<file path="src/rtl/counter_event_fifo.sv">
// Watches a 4-bit counter's RCO and LOAD edges and turns them into tagged event words.
// The words go into a small FIFO that a sink drains over a valid/ready handshake.
module counter_event_fifo #(
   parameter int DEPTH = 4,
   parameter int SEQ_W = 4
) (
   input  logic                      clk,
   input  logic                      RESET,
   input  logic                      ENABLE,
   input  logic [3:0]                Q,
   input  logic                      RCO,
   input  logic                      LOAD,
   input  logic [1:0]                MODO,
   input  logic                      ev_ready,
   output logic                      ev_valid,
   output logic [8+SEQ_W-1:0]        ev_data,
   output logic [$clog2(DEPTH):0]    ev_count,
   output logic                      ovf,
   output logic [3:0]                drop_count
);

   localparam int PTR_W = $clog2(DEPTH);
   localparam int CNT_W = PTR_W + 1;
   localparam int EV_W  = 8 + SEQ_W;
   localparam logic [CNT_W-1:0] FULL_CNT = CNT_W'(DEPTH);

   logic [EV_W-1:0]  r_mem [DEPTH];
   logic [PTR_W-1:0] r_rd_ptr;
   logic [PTR_W-1:0] r_wr_ptr;
   logic [CNT_W-1:0] r_count;
   logic [SEQ_W-1:0] r_seq;
   logic             r_rco_prev;
   logic             r_load_prev;
   logic             r_ovf;
   logic [3:0]       r_drop_cnt;

   logic             w_rco_ev;
   logic             w_load_ev;
   logic             w_event;
   logic             w_full;
   logic             w_valid;
   logic             w_pop;
   logic             w_push;
   logic             w_drop;
   logic [EV_W-1:0]  w_word;

   assign w_rco_ev  = RCO & ~r_rco_prev;
   assign w_load_ev = LOAD & ~r_load_prev;
   assign w_event   = (w_rco_ev | w_load_ev) & ENABLE;
   assign w_word    = {w_rco_ev, w_load_ev, MODO, Q, r_seq};

   assign w_full  = (r_count == FULL_CNT);
   assign w_valid = (r_count != '0);
   assign w_pop   = w_valid & ev_ready;
   // A pop frees the head slot this same edge, so a full FIFO can still accept.
   assign w_push  = w_event & (~w_full | w_pop);
   assign w_drop  = w_event & w_full & ~w_pop;

   always_ff @(posedge clk or posedge RESET) begin
      if (RESET) begin
         r_rd_ptr    <= '0;
         r_wr_ptr    <= '0;
         r_count     <= '0;
         r_seq       <= '0;
         r_rco_prev  <= 1'b0;
         r_load_prev <= 1'b0;
         r_ovf       <= 1'b0;
         r_drop_cnt  <= '0;
      end else begin
         r_rco_prev  <= RCO;
         r_load_prev <= LOAD;
         if (w_event) r_seq <= r_seq + SEQ_W'(1);
         if (w_push)  r_wr_ptr <= r_wr_ptr + PTR_W'(1);
         if (w_pop)   r_rd_ptr <= r_rd_ptr + PTR_W'(1);
         case ({w_push, w_pop})
            2'b10:   r_count <= r_count + CNT_W'(1);
            2'b01:   r_count <= r_count - CNT_W'(1);
            default: r_count <= r_count;
         endcase
         if (w_drop) begin
            r_ovf <= 1'b1;
            if (r_drop_cnt != 4'hF) r_drop_cnt <= r_drop_cnt + 4'd1;
         end
      end
   end

   // Storage holds data only; stale entries are unreachable once the count is cleared.
   always_ff @(posedge clk) begin
      if (w_push) r_mem[r_wr_ptr] <= w_word;
   end

   assign ev_valid   = w_valid;
   assign ev_data    = r_mem[r_rd_ptr];
   assign ev_count   = r_count;
   assign ovf        = r_ovf;
   assign drop_count = r_drop_cnt;

endmodule
</file>
<file path="config.mk">
export PLATFORM = sky130hd
export DESIGN_NAME = counter_event_fifo
export DESIGN_NICKNAME = d
export VERILOG_FILES = /design/src/rtl/counter_event_fifo.sv
export SDC_FILE = /design/constraint.sdc
export NUM_CORES = 1
export LEC_CHECK = 0
export ABC_AREA = 0
export CELL_PAD_IN_SITES_DETAIL_PLACEMENT = 1
export CELL_PAD_IN_SITES_GLOBAL_PLACEMENT = 2
export CORE_AREA = 2 2 81 83
export DETAILED_ROUTE_END_ITERATION = 8
export DIE_AREA = 0 0 83 85
export PLACE_DENSITY_LB_ADDON = 0.1
export SLEW_MARGIN = 20
export SYNTH_ARGS = -nofsm -noshare
export SYNTH_HDL_FRONTEND = slang
export SYNTH_SLANG_ARGS = --single-unit
export TNS_END_PERCENT = 20
</file>
<file path="constraint.sdc">
create_clock -name clk -period 4.4 [get_ports clk]
set_input_delay 1.32 -clock clk [delete_from_list [all_inputs] [get_ports clk]]
set_output_delay 1.32 -clock clk [all_outputs]
set_load 0.01 [all_outputs]
</file>
==> results.py <==
metrics = {
    "clock_network": {
        "cts_buffers": 9,
        "cts_root_buf": "clkbuf_8",
        "cts_setup_buffers": 0,
        "cts.repair.resized": 0,
        "path_clk_slew_ps": 70,
        "hold_buffers": 0,
        "cts.sinks": 66,
        "htreeDepth": 3,
        "cts_tree": "done",
        "insertion_delay_ps": 330,
        "cts-root-to-sink-buffers": 2,
    },
    "worst_hold_path": {
        "holdCritPathClass": "register to register",
    },
    "synth": {
        "syn_area_mm2": 0.00268,
        "synth_fa_ha_area_share_pct": 4.02,
        "synth_top_family_by_area": "multiplexers",
        "synth_edf_count": 48,
        "yosys.area_share.simple_pct": 3.74,
        "synth.most_common_cell": "edfxtp_1",
        "synth_cell_types": 29,
        "ys_seq_area_share_pct": 70.7,
        "synth_compound_area_share_pct": 3.13,
        "synth_common_cells": "edfxtp_1 (48), dfrtp_1 (18), mux4_2 (12)",
        "synthXorXnorAreaFrac_pct": 3.27,
        "synth.area.top_cells": "edfxtp_1 (54%), dfrtp_1 (17%), mux4_2 (10%)",
        "synth_warnings": 0,
        "async_flop_share_pct": 27.3,
        "synth_top_area_cell": "edfxtp_1",
        "syn-num-nets": 163,
        "avgSynthCellArea_um2": 18.7,
        "syn_inst": 143,
        "ys_ff_latch": 66,
        "ys.flop_type": "edfxtp_1",
        "netlist.area_leader.share_pct": 53.9,
        "synth.area.mux_share_pct": 12.7,
    },
    "timing": {
        "hold_viol_final": 0,
        "clock.fmax_ghz": 0.280,
        "skew_ps": 7.00,
        "tightest_slew_ps": 739,
        "grt_setup_unrepaired": "no",
        "post-route-min-period_ps": 3580,
        "finalSetupTns_ps": 0,
        "setup_viol": 0,
        "max_slew_margin_pct": 50.7,
        "fin_crit_sh_pct": 81.3,
        "slew_viol_final": 0,
        "holdWs_ps": 493,
    },
    "setup_path": {
        "reg2reg_from": "ev_count[0]",
        "critPathKind": "register to primary output",
        "slowest_stage": "dfrtp_1",
        "r2r_slack_ps": 2020,
        "worst_ep_required_time_ps": 3080,
        "cp.arrival_ps": 2260,
        "cp.depth": 3,
        "start_kind": "register",
        "path_buf_inv": 2,
        "cp-startpoint": "r_rd_ptr[0]",
        "crit_family": "buffers and inverters",
        "crit_fanout": 8,
        "worst_path_largest_cell_delay_ps": 590,
        "reg2reg_to": "ev_count[2]",
        "crit_path_end": "ev_data[3]",
        "path_cells": "buf_4, mux4_2, clkdlybuf4s50_1",
        "reg2regPathDepth": 8,
        "crit_path_end_kind": "primary output",
    },
    "finish": {
        "diodes": 0,
        "syn_to_final_growth_pct": 26.4,
        "fillers": 569,
        "layout-drive-gt1-share_pct": 22.4,
        "layout.nets": 207,
        "regArea_mm2": 0.00189,
        "multi_input_area_um2": 719,
    },
    "drt": {
        "avgViaCountPerCell": 5.05,
        "via_count": 1358,
        "drc": 0,
        "firstDrtPassIters": 4,
        "drt-total-wl_um": 4980,
        "ant_nets": 0,
        "wl_per_cell_um": 18.5,
        "drt_iter0_markers": 95,
    },
    "place": {
        "dp_hpwl_um": 3280,
        "port_buffers": 32,
        "globalplace.congestion": 0.713,
    },
    "global_routing": {
        "use_met2_pct": 26.3,
        "busiest_layer": "met2",
        "use_met3_pct": 4.77,
        "first_global_vias": 1571,
        "antenna_found_initial": 0,
        "grt_pass1_wl_um": 8290,
        "gr-total-overflow": 0,
        "grt_max_degree": 19,
        "grt_use_total_pct": 15.8,
        "grtUsageMet1_pct": 19.2,
    },
    "flow_run": {
        "max_cap_violations": 0,
    },
    "floorplanning": {
        "rows": 29,
        "core_area_mm2": 0.00620,
        "fp.dieW_um": 83,
        "die_y_um": 85,
        "die_area_mm2": 0.00706,
        "initial_core_util_pct": 43.1,
        "ios": 33,
    },
    "power": {
        "peakVddDrop_v": 0.000293,
        "powerDensity_mw_per_mm2": 669,
        "leakage_nw": 1.24,
    },
    "status": {
        "status": "complete, no violations",
    },
}
-- worst reg2reg max path, stage by stage, from the launching register on --
cell and delay [ps]:
dfrtp_1 470, or4b_4 590, o211ai_4 150, ha_1 240, inv_1 60, fa_1 370
xor2_1 150, nor2_1 120, xor2_1 150
-- per-stage QoR --
stage	total power [mW]	instances	instance area [um2]	setup WS, ps	util, %
3_5_place_dp	1.62	253	3120	729	50.3
3_3_place_gp	1.58	253	3120	821	50.3
4_1_cts	2.30	269	3380	766	54.5
2_1_floorplan	1.30	143	2680	1350	-
5_1_grt	2.39	269	3380	698	54.5
6_report	2.26	269	3380	824	54.5
-- sequential cells by signal, summed over array words and instances, names as in the netlist --
register     flops
r_seq            4
r_mem           48
r_rd_ptr         2
drop_count       4
ev_count         3
ovf              1
r_wr_ptr         2
r_load_prev      1
r_rco_prev       1
-- worst min path at each step --
| stage | startpoint | to | slack [ps] | cells after the start |
|---|---|---|---|---|
| 6_report | ovf | ovf | 490 | 1 |
| 5_1_grt | ovf | ovf | 520 | 1 |
| 4_1_cts | ovf | ovf | 500 | 1 |
| 3_5_place_dp | ovf | ovf | 470 | 1 |
| 3_3_place_gp | ovf | ovf | 480 | 1 |
| 2_1_floorplan | r_seq[3] | r_seq[3] | 490 | 1 |
-- metal layers --
layer	part of all wire (%)	vias to the layer above	routed length, um
li1	-	626	-
met1	43	689	2170
met2	51	36	2530
met3	4.4	7	217
met4	1.3	0	67
met5	0	-	0
-- cell type report --
class | count | share of cell area, %
Sequential cell | 66 | 55.9
Multi-Input combinational cell | 61 | 21.3
Timing Repair Buffer | 39 | 11.0
Clock inverter | 7 | 4.18
Clock buffer | 9 | 3.66
Tap cell | 77 | 2.85
Inverter | 10 | 1.11
-- cell families after synthesis --
group,after synthesis
compound gates,9
fa+ha+maj,8
flops,66
buf+inv,16
simple gates,16
xor+xnor,10
mux,18
-- layout by cell type, fill, tap and decap left out, types with 2 or more instances in the layout --
cell,instances
buf_4,7
xnor2_1,7
inv_1,10
nor2b_1,2
clkbuf_8,9
dfrtp_1,18
clkdlybuf4s50_1,32
o211ai_1,2
o2111ai_1,3
ha_1,7
mux4_2,12
mux2_2,4
bufinv_16,4
and3_1,2
xor2_1,3
nand2b_1,2
edfxtp_1,48
nor2_1,5
-- report_power, final --
| group | internal (mW) | switching (mW) | total [mW] | leakage [nW] |
|---|---|---|---|---|
| Combinational | 0.389 | 0.254 | 0.643 | 0.453 |
| Clock | 0.434 | 0.237 | 0.671 | 0.129 |
| Sequential | 0.808 | 0.141 | 0.949 | 0.655 |
Power figures use the tool's default switching activity.
